**src/rtl/mem_arbiter.sv**
```systemverilog
// Arbitrates one shared RAM port between an instruction fetch requester and a data requester.
// Data always wins; each access ends with a one-cycle hit pulse, or an abort once ram_busy times out.
module mem_arbiter #(
    parameter int unsigned TIMEOUT = 255
) (
    input  logic        clk,
    input  logic        nRST,
    input  logic        iren,
    input  logic [31:0] iaddr,
    input  logic        dren,
    input  logic        dwen,
    input  logic [31:0] daddr,
    input  logic [31:0] dstore,
    output logic [31:0] iload,
    output logic [31:0] dload,
    output logic        ihit,
    output logic        dhit,
    output logic        err,
    output logic [31:0] ramaddr,
    output logic [31:0] ramstore,
    output logic        ramREN,
    output logic        ramWEN,
    input  logic [31:0] ramload,
    input  logic        ram_busy
);

    localparam int unsigned CW = (TIMEOUT > 1) ? $clog2(TIMEOUT + 1) : 1;
    localparam logic [31:0] ABORT_WORD = 32'hBAD0_BAD0;

    typedef enum logic [1:0] {IDLE, IACC, DACC, RESP} state_t;

    state_t          state, next_state;
    logic [CW-1:0]   wait_cnt;
    logic [31:0]     acc_addr;
    logic [31:0]     acc_store;
    logic            acc_wr;
    logic            resp_d;
    logic            done;
    logic            abort;
    logic            grant_d;
    logic [31:0]     grant_addr;

    assign grant_d    = dren | dwen;
    assign grant_addr = grant_d ? daddr : iaddr;

    always_comb begin
        next_state = state;
        ramREN     = 1'b0;
        ramWEN     = 1'b0;
        ramaddr    = 32'h0;
        ramstore   = 32'h0;
        done       = 1'b0;
        abort      = 1'b0;
        case (state)
            IDLE: begin
                if (grant_d) begin
                    next_state = DACC;
                end else if (iren) begin
                    next_state = IACC;
                end
            end
            IACC, DACC: begin
                // Access parameters were captured at grant so a dropped request still completes.
                ramaddr  = acc_addr;
                ramWEN   = acc_wr;
                ramREN   = ~acc_wr;
                ramstore = acc_wr ? acc_store : 32'h0;
                if (!ram_busy) begin
                    done = 1'b1;
                end else if (wait_cnt == CW'(TIMEOUT - 1)) begin
                    abort = 1'b1;
                end
                if (done || abort) begin
                    next_state = RESP;
                end
            end
            RESP:    next_state = IDLE;
            default: next_state = IDLE;
        endcase
    end

    always_ff @(posedge clk or negedge nRST) begin
        if (!nRST) begin
            state     <= IDLE;
            wait_cnt  <= '0;
            acc_addr  <= 32'h0;
            acc_store <= 32'h0;
            acc_wr    <= 1'b0;
            resp_d    <= 1'b0;
            err       <= 1'b0;
            iload     <= 32'h0;
            dload     <= 32'h0;
        end else begin
            state <= next_state;
            if (state == IDLE && next_state != IDLE) begin
                acc_addr  <= grant_addr & 32'hFFFF_FFFC;
                acc_store <= dstore;
                acc_wr    <= dwen;
                resp_d    <= grant_d;
                wait_cnt  <= '0;
            end else if ((state == IACC || state == DACC) && ram_busy) begin
                wait_cnt <= wait_cnt + 1'b1;
            end
            if (done && !acc_wr) begin
                if (resp_d) dload <= ramload;
                else        iload <= ramload;
            end
            if (abort) begin
                err <= 1'b1;
                if (resp_d) dload <= ABORT_WORD;
                else        iload <= ABORT_WORD;
            end
        end
    end

    assign ihit = (state == RESP) && !resp_d;
    assign dhit = (state == RESP) && resp_d;

endmodule

```
**config.mk**
```make
export PLATFORM = sky130hd
export DESIGN_NAME = mem_arbiter
export DESIGN_NICKNAME = d
export VERILOG_FILES = /design/src/rtl/mem_arbiter.sv
export SDC_FILE = /design/constraint.sdc
export NUM_CORES = 1
export LEC_CHECK = 0
export BUFFER_PORTS_ARGS = -buffer_cell sky130_fd_sc_hd__buf_2
export CAP_MARGIN = 20
export CORE_ASPECT_RATIO = 0.75
export CORE_MARGIN = 4
export CORE_UTILIZATION = 30
export DETAILED_ROUTE_END_ITERATION = 10
export GPL_ROUTABILITY_DRIVEN = 1
export SLEW_MARGIN = 20
export SYNTH_ARGS = -nofsm -noshare
export SYNTH_HDL_FRONTEND = slang
export SYNTH_SLANG_ARGS = --single-unit
```
**constraint.sdc**
```tcl
create_clock -name clk -period 5.9 [get_ports clk]
set_clock_uncertainty 0.15 [all_clocks]
set_input_delay 0.59 -clock clk [delete_from_list [all_inputs] [get_ports clk]]
set_output_delay 0.59 -clock clk [all_outputs]
set_load 0.01 [all_outputs]
```
* Word-level counts from Yosys, hierarchy flattened
Cells that the tools add are included.
** Storage, ports and cells
- Flip-flop bits (word level) :: 139
- Input port bits :: 134
- Output and inout port bits :: 133
- Word-level logic and storage cells :: 56
** Operators by class
- $add $sub $neg :: 1
- Eq/ne operators :: 4
- Muxes and demuxes :: 27
- Bitwise gates (word level) :: 2
- Reduce and logical (&&, ||, !) cells :: 13
** Operator list (number)
- 2-to-1 mux 32 bit :: 12
- 2-to-1 mux 8 bit :: 2
- 2-to-1 mux 1 bit :: 9
- adder 8 x 1 -> 8 bit, second input constant :: 1
- == test 8 bit, second input constant :: 1
- 2-to-1 mux 2 bit :: 3
- case mux 2 bit (3 select lines) :: 1
- logical AND 1 bit :: 5
- == test 2 bit, second input constant :: 2
- nonzero test 2 bit :: 2
- == test 2 x 1 -> 1 bit, second input constant :: 1
- zero test 1 bit :: 2
- zero test 2 bit :: 1
- logical OR 1 bit :: 2
- OR reduction 2 bit :: 1
- NOT 1 bit :: 1
- bitwise OR 1 bit :: 1

* Depth between registers and ports, before layout
Gate-level depths: netlist of the first run.
- Depth in word-level cells :: 10
- Mapped depth :: 8
- Gate-level depth less buffers :: 5

* Worst setup path after synthesis of the first run
No wires, ideal clock.
- Path kind :: reg-to-output
- Start :: register state[1]
- End :: output ramaddr[11]
- Data arrival time :: 1.527 ns
- Data required time :: 5.160 ns
- Path slack :: 3.633 ns
- Cell stages (with the launch flop) :: 7
- Path buffers :: 3
- Cells stage by stage :: dfrtp_1 -> inv_1 -> ha_1 -> buf_4 -> clkbuf_1 -> clkbuf_1 -> and2_1
** On the way
- Longest elaborated chain between the ends :: 3
- Elaborated cells between the ends (all ways) :: 4
- Those cells by class :: eq/ne: 2; mux: 1; reduce/logical: 1
** RTL lines
- start, declared :: RTL line 32 : state_t state, next_state;
- start signal, assigned :: RTL line 94 : state <= next_state;
- == test 2 x 1 -> 1 bit / == test 2 bit (equally long branches) :: RTL line 54 : case (state)
- OR reduction 2 bit (*) :: RTL line 54
- 2-to-1 mux 32 bit (*) :: RTL line 54
- end, declared :: RTL line 19 : output logic [31:0] ramaddr,
Mark *: on every way between the ends. The rest lies on a longest branch, timed or not.

* Worst setup path after layout of the first run
- Start :: register state[1]
- End :: output ramstore[2]
** On the way
- Longest elaborated chain between the ends :: 3
- Elaborated cells between the ends (all ways) :: 4
- Those cells by class :: eq/ne: 2; mux: 1; reduce/logical: 1
** RTL lines
- == test 2 x 1 -> 1 bit / == test 2 bit (equally long branches) :: RTL line 54
- OR reduction 2 bit (*) :: RTL line 54
- 2-to-1 mux 32 bit (*) :: RTL line 54
- end, declared :: RTL line 20 : output logic [31:0] ramstore,
Marks and branches as above.

==> results.sh, run 1 <==
export IMPL_critPathCaptureType="primary output"
export IMPL_fin_tns_setup_ns=0
export IMPL_power_total_mw=4.83
export IMPL_grt_pass1_vias=5321
export IMPL_final_common_cell="buf_2"
export IMPL_maxCapViolations=0
export IMPL_drt_iter0_markers=219
export IMPL_cts_tree="yes"
export IMPL_dr_pass1_iters=4
export IMPL_num_rows=46
export IMPL_placedCellCount=1116
export IMPL_synth_warnings=0
export IMPL_finalCritPeriodShare=0.532
export IMPL_synth_cells=603
export IMPL_wirelength_mm=18.0
export IMPL_clock_latency_ns=0.42
export IMPL_clockRootBuffer="clkbuf_16"
export IMPL_setup_viol_count_final=0
export IMPL_cts_repair_resized=0
export IMPL_viasPerCell=4.56
export IMPL_arrival_ns=2.40
export IMPL_synth_ff_type="dfrtp_1"
export IMPL_diodes=0
export IMPL_die_h_um=135
export IMPL_slew_headroom=0.374
export IMPL_crit_path_start_kind="register"
export IMPL_mostFrequentLayoutCells="259 x buf_2, 139 x dfrtp_1, 91 x mux2_2"
export IMPL_critical_path_cell_chain="inv_1 -> ha_2 -> buf_4 -> and3_1 -> buf_2"
export IMPL_syn_avg_cell_area_um2=10.7
export IMPL_crit_type="register to primary output"
export IMPL_grt_max_degree=82
export IMPL_routedWlPerCell_um=15.7
export IMPL_grt_pass1_wl_mm=28.3
export IMPL_hold_viol=0
export IMPL_cts_hold_buf=0
export IMPL_final_cells=1148
export IMPL_path_clk_slew_ns=0.06
export IMPL_outcome="completed"
export IMPL_cts_max_path_buffers=2
export IMPL_postLayoutCellArea_mm2=0.00857
export IMPL_antenna_found_initial=0
export IMPL_hpwl_mm=12.5
export IMPL_slowest_delay_ns=0.54
export IMPL_grt_usage=0.149
export IMPL_ioPinCount=267
export IMPL_routabilityCongestion=0.764
export IMPL_portBuffers=260
export IMPL_cts_max_level=4
export IMPL_fin_crit_ns=3.14
export IMPL_holdWs_ns=0.0586
export IMPL_cts_sinks=139
export IMPL_hp_class="primary input to asynchronous set/reset pin"
export IMPL_cp_required_ns=5.16
export IMPL_slew_viol_final=0
export IMPL_cp_max_fo=62
export IMPL_core_area_mm2=0.0211
export IMPL_cts_buffers_inserted=17
export IMPL_tightest_slew_ns=0.937
export IMPL_rsz0062_at_grt="false"
export IMPL_drc=0
export IMPL_powerDensity_mw_per_mm2=563
export IMPL_dpl_cell_area_mm2=0.00797
export IMPL_ys_ff_latch=139
export IMPL_max_freq_mhz=319
export IMPL_netlist_area_mm2=0.00646
export IMPL_ir_worst_vdd_v=0.000222
export IMPL_die_area_mm2=0.0240
export IMPL_syn2layout_area_growth_pct=32.7
export IMPL_initial_core_util=0.306
export IMPL_synth_edf_count=0
export IMPL_postRouteAntennaNets=0
export IMPL_leakage_nw=4.21
export IMPL_cpMaxStageDelayCell="ha_2"
export IMPL_die_x_um=177
export IMPL_synthArstFlopShare=1.00
export IMPL_vias=5234
export IMPL_cts_setup_buffers=0
export IMPL_overflow=0
export IMPL_final_nets=985
export IMPL_drive_gt1_frac=0.470
export IMPL_ys_seq_area_frac=0.539
export IMPL_yosysUniqueCellTypes=42
## power breakdown
group          switching (mW)  total [mW]  internal [mW]
clock                   0.475        1.08          0.605
sequential              0.223        1.63           1.41
combinational            1.14        2.12          0.971
## cells by family after synthesis
| logic type | Yosys count | synth area share |
|---|---|---|
| muxes | 92 | 0.160 |
| adders and majority gates | 4 | 0.00775 |
| xor gates and xnor gates | 2 | 0.00271 |
| buffers and inverters | 53 | 0.0450 |
| other | 1 | 0.000581 |
| AOI/OAI and AO/OA | 84 | 0.0702 |
| DFF | 139 | 0.539 |
| and+or+nand+nor | 228 | 0.175 |
## layout make-up
class	count	area (um2)
multi-input cells	412	2720
clock buffers	17	425
flip-flops and latches	139	3480
inverters	7	26.3
repair buffers	270	1380
clock inverters	15	170
well taps	288	360
fillers	2141	12600
## cell usage after synthesis (3+ instances only)
library cell	n	area share
buf_1	3	0.0017
nand2_1	69	0.040
buf_2	14	0.011
buf_4	5	0.0058
dfrtp_1	139	0.54
clkbuf_1	15	0.0087
and3_1	33	0.032
and2_1	32	0.031
o21ai_0	34	0.026
nor2_1	67	0.039
buf_6	7	0.012
ha_1	4	0.0078
nand3_1	4	0.0031
mux2_2	91	0.16
or3_1	5	0.0048
inv_1	7	0.0041
nor3_1	3	0.0023
o21ai_1	3	0.0023
a21oi_1	38	0.029
## worst max-delay path, delay by kind of cell, from the launching register on
kind                     cells  cell delay (ns)
adder cells (fa/ha/maj)      1             0.54
flip-flops                   1             0.36
AND/OR/NAND/NOR              1             0.26
buffers and inverters        3             0.78
## routing by layer
| metal | track usage | wire, um | up-vias |
|---|---|---|---|
| met4 | 0.0391 | 187 | 0 |
| met5 | 0 | 0 | - |
| met3 | 0.0532 | 1390 | 15 |
| met2 | 0.240 | 8550 | 155 |
| li1 | - | - | 2526 |
| met1 | 0.194 | 7840 | 2538 |
## metrics by stage
step,worst slack (ns),util
CTS,2.72,0.406
detailed placement,2.80,0.377
global route,2.58,0.406
floorplan,3.63,-
finish,2.76,0.406
global placement,2.84,0.377
## worst paths after layout
| path | slack, ns | cells after the start | start | end |
|---|---|---|---|---|
| worst max-delay path | 2.76 | 5 | state[1] | ramstore[2] |
| worst min-delay path | 0.06 | 1 | nRST | acc_addr[8] |
| worst max register to register | 3.06 | 6 | state[1] | acc_store[13] |
| worst min register to register | 0.33 | 2 | err | err |
| max in group asynchronous | 4.23 | 2 | nRST | acc_store[21] |
| min in group clk | 0.24 | 3 | ramload[19] | register |
Note: power is estimated with default switching activity, not from simulation.
==> inputs of run 2 (changes only) <==
Clock period 5.9 ns to 2.75 ns, I/O delays scaled along.
==> run 2 against run 1 <==
Compared with the run above:
- sequential share of layout area down 3.3 points
- sequential power up 120%
- die area unchanged
- utilization up 3.6 points
- cell count up 6.0%
- hold slack better by 0.0046 ns
- via count up 5.4%
- global-route usage up 0.87 points
==> results.sh, run 2 (synthesized netlist as in run 1, its figures left out) <==
export IMPL_wirelength_mm=18.9
export IMPL_crit_type="register to primary output"
export IMPL_slew_viol_final=0
export IMPL_die_h_um=135
export IMPL_maxCapViolations=0
export IMPL_cts_buffers_inserted=17
export IMPL_dpl_cell_area_mm2=0.00806
export IMPL_final_nets=1054
export IMPL_crit_path_start_kind="register"
export IMPL_arrival_ns=2.11
export IMPL_hpwl_mm=12.6
export IMPL_setup_viol_count_final=0
export IMPL_overflow=0
export IMPL_viasPerCell=4.53
export IMPL_grt_pass1_vias=5786
export IMPL_finalCritPeriodShare=0.923
export IMPL_die_area_mm2=0.0240
export IMPL_dr_pass1_iters=4
export IMPL_drt_iter0_markers=241
export IMPL_fin_tns_setup_ns=0
export IMPL_grt_usage=0.158
export IMPL_cts_sinks=139
export IMPL_leakage_nw=4.53
export IMPL_powerDensity_mw_per_mm2=1140
export IMPL_clockRootBuffer="clkbuf_16"
export IMPL_ioPinCount=267
export IMPL_critPathCaptureType="primary output"
export IMPL_outcome="completed"
export IMPL_cts_max_level=4
export IMPL_setup_ws_ns=0.212
export IMPL_hold_viol=0
export IMPL_cts_tree="yes"
export IMPL_postRouteAntennaNets=0
export IMPL_grt_max_degree=70
export IMPL_place_ws_ns=0.476
export IMPL_drc=0
export IMPL_cp_max_fo=62
export IMPL_initial_core_util=0.306
export IMPL_final_util=0.442
export IMPL_diodes=0
export IMPL_cp_required_ns=2.33
export IMPL_final_common_cell="buf_2"
export IMPL_mostFrequentLayoutCells="259 x buf_2, 139 x dfrtp_1, 91 x mux2_2"
export IMPL_max_freq_mhz=394
export IMPL_antenna_found_initial=0
export IMPL_ir_worst_vdd_v=0.000524
export IMPL_syn2layout_area_growth_pct=44.5
export IMPL_slew_headroom=0.543
export IMPL_tightest_slew_ns=0.685
export IMPL_num_rows=46
export IMPL_cts_max_path_buffers=2
export IMPL_portBuffers=260
export IMPL_drive_gt1_frac=0.437
export IMPL_routabilityCongestion=0.755
export IMPL_die_x_um=177
export IMPL_grt_pass1_wl_mm=29.9
export IMPL_clock_latency_ns=0.42
export IMPL_fin_crit_ns=2.54
export IMPL_core_area_mm2=0.0211
export IMPL_postLayoutCellArea_mm2=0.00933
export IMPL_rsz0062_at_grt="false"
export IMPL_holdWs_ns=0.0633
export IMPL_path_clk_slew_ns=0.06
export IMPL_routedWlPerCell_um=15.5
export IMPL_vias=5517
export IMPL_hp_class="primary input to register"
[run 2: cell count changes in the layout (fill, tap and decap cells not counted), moves of 2 or more]
cell           before  now
buf_12              0    5
buf_4              10    8
dlygate4sd3_1       0   66
clkinv_4            1    3
inv_8               5    2
bufinv_16           1    3
[run 2: path summary, 6_finish.rpt]
path / from / end / slack, ns / cells past startpoint
worst max-delay path: state[1] / ramstore[17] / 0.21 / 5
worst min-delay path: iaddr[6] / acc_addr[6] / 0.06 / 3
worst max register to register: state[1] / register / 0.45 / 5
worst min register to register: err / err / 0.32 / 2
max in group asynchronous: nRST / asynchronous set/reset pin / 1.50 / 3
min in group asynchronous: nRST / acc_addr[9] / 0.31 / 2
[run 2: metal layers]
layer,vias up,GRT usage,share of wire
met3,21,0.0490,0.071
met5,-,0,0
li1,2672,-,-
met2,166,0.267,0.49
met4,0,0.0442,0.014
met1,2658,0.197,0.43
[run 2: critical path, cell delays in order, from the launching register on]
cell     delay, ns
dfrtp_1       0.37
inv_1         0.12
ha_2          0.54
buf_12        0.26
and3_1        0.21
buf_2         0.14
[run 2: power by group]
group / switching (mW) / internal (mW) / total, mW
Combinational: 2.44 / 2.23 / 4.67
Sequential: 0.531 / 3.02 / 3.55
Clock: 0.963 / 1.45 / 2.42
[run 2: layout make-up]
type,instances,area [um2]
Clock buffer,18,429
Clock inverter,14,186
Fill cell,2013,11800
Inverter,7,26.3
Multi-Input combinational cell,412,2720
Sequential cell,139,3480
Tap cell,288,360
Timing Repair Buffer,339,2130
[run 2: what timing repair did]
item | 4_1_cts | 5_1_grt
hold buffers | 66 | 0
setup buffers | 0 | 0
gates resized for setup | 0 | 0
hold endpoints to repair | 163 | 0
[run 2: metrics by stage]
stage | power, mW | cells
global placement | 8.14 | 1119
floorplan | 6.36 | 604
finish | 10.6 | 1217
global route | 11.4 | 1217
detailed placement | 8.24 | 1119
CTS | 10.8 | 1217
==> inputs of run 3 (changes only) <==
Settings changed: CORE_ASPECT_RATIO 0.75 to unset.
==> run 3 against run 2 <==
Compared with the run above:
- die area shrank 0.10%
- wire length shrank 0.76%
- clock power fell by 8%
- sequential cell count is the same
- combinational power about the same
- critical path type unchanged
- critical endpoint is now ramaddr[23]
- largest power group unchanged
- highest routed layer is now met5
==> results.sh, run 3 (synthesized netlist as in run 1, its figures left out) <==
export IMPL_overflow=0
export IMPL_max_freq_mhz=404
export IMPL_grt_usage=0.155
export IMPL_viasPerCell=4.66
export IMPL_cts_buffers_inserted=17
export IMPL_cp_required_ns=2.33
export IMPL_wl_met2_mm=8.66
export IMPL_crit_type="register to primary output"
export IMPL_portBuffers=260
export IMPL_cts_repair_resized=0
export IMPL_drc=0
export IMPL_grt_pass1_wl_mm=30.1
export IMPL_holdWs_ns=0.0679
export IMPL_finalCritPeriodShare=0.900
export IMPL_final_nets=1054
export IMPL_fin_tns_setup_ns=0
export IMPL_initial_core_util=0.306
export IMPL_drive_gt1_frac=0.439
export IMPL_postRouteAntennaNets=0
export IMPL_hold_viol=0
export IMPL_powerDensity_mw_per_mm2=1120
export IMPL_cts_max_level=4
export IMPL_vias=5610
export IMPL_setup_viol_count_final=0
export IMPL_crit_path_start_kind="register"
export IMPL_grt_max_degree=66
export IMPL_die_area_mm2=0.0239
export IMPL_outcome="completed"
export IMPL_tightest_slew_ns=0.702
export IMPL_routed_wl_met3_mm=1.42
export IMPL_antenna_found_initial=2
export IMPL_num_rows=53
export IMPL_ioPinCount=267
export IMPL_placedCellCount=1106
export IMPL_hpwl_mm=12.4
export IMPL_dr_pass1_iters=4
export IMPL_fin_crit_ns=2.47
export IMPL_final_cells=1204
export IMPL_cts_max_path_buffers=2
export IMPL_critPathCaptureType="primary output"
export IMPL_hp_class="primary input to register"
export IMPL_leakage_nw=4.49
export IMPL_path_clk_slew_ns=0.06
export IMPL_routabilityCongestion=0.769
export IMPL_die_x_um=155
export IMPL_final_common_cell="buf_2"
export IMPL_top_layer_used="met5"
export IMPL_rsz0062_at_grt="false"
export IMPL_maxCapViolations=0
export IMPL_ir_worst_vdd_v=0.000545
export IMPL_cts_sinks=139
export IMPL_wirelength_mm=18.7
export IMPL_arrival_ns=2.05
export IMPL_cp_max_fo=65
export IMPL_cts_tree="yes"
export IMPL_mostFrequentLayoutCells="259 x buf_2, 139 x dfrtp_1, 91 x mux2_2"
export IMPL_core_area_mm2=0.0211
export IMPL_routedWlPerCell_um=15.6
export IMPL_clockRootBuffer="clkbuf_16"
export IMPL_grt_pass1_vias=5776
export IMPL_clock_latency_ns=0.41
export IMPL_slew_headroom=0.532
export IMPL_die_h_um=155
export IMPL_syn2layout_area_growth_pct=43.4
export IMPL_wl_met1_mm=8.39
export IMPL_drt_iter0_markers=201
export IMPL_slew_viol_final=0
==> run 3: changes by cell type in the layout (fill, tap and decap cells not counted), sizes merged <==
cell      delta
clkbuf       +1
clkinvlp     +5
inv          -6
diode        +1
bufinv       -1
==> run 3: where the power goes <==
group	total, mW	leakage, nW	internal, mW	switching, mW
sequential	3.52	1.65	3.02	0.498
combinational	4.65	2.58	2.21	2.44
clock	2.22	0.263	1.35	0.877
==> run 3: final cells by class <==
| type | instances | area, um2 |
|---|---|---|
| Fill cell | 2047 | 11800 |
| Sequential cell | 139 | 3480 |
| Multi-Input combinational cell | 412 | 2730 |
| Timing Repair Buffer | 339 | 2100 |
| Clock buffer | 19 | 443 |
| Tap cell | 275 | 344 |
| Clock inverter | 12 | 125 |
| Inverter | 7 | 26.3 |
| Antenna cell | 1 | 2.50 |
==> run 3: worst paths after layout <==
check | start | to | slack [ns] | cells past startpoint
worst max register to register | state[1] | register | 0.44 | 5
worst min-delay path | daddr[4] | acc_addr[4] | 0.07 | 3
max in group asynchronous | nRST | acc_addr[25] | 1.38 | 3
worst max-delay path | state[1] | ramaddr[23] | 0.28 | 5
min in group asynchronous | nRST | acc_store[3] | 0.20 | 2
worst min register to register | err | err | 0.33 | 2
==> run 3: what timing repair did <==
item / in CTS / in global routing
endpoints found under the hold margin: 140 / 0
setup buffers: 0 / 0
hold buffers: 66 / 0
==> run 3: metrics by stage <==
step                      cell area, um2  setup WS [ns]  power (mW)  utilization
after floorplan                     6460          0.798        6.36            -
after global placement              8020          0.520        8.11        0.381
after detailed placement            8020          0.499        8.18        0.381
after CTS                           9250          0.252        10.6        0.439
after global routing                9260          0.160        11.2        0.439
final                               9260          0.276        10.4        0.439
==> run 3: routing by layer <==
metal	vias up	global-route usage
met3	21	0.0473
met1	2708	0.199
met5	-	0
met2	214	0.254
li1	2665	-
met4	2	0.0442
==> run 3: worst max-delay path, stage by stage (launching register included) <==
cell,delay (ns)
dfrtp_1,0.36
inv_1,0.11
ha_2,0.51
buf_12,0.28
and2_1,0.20
buf_2,0.14
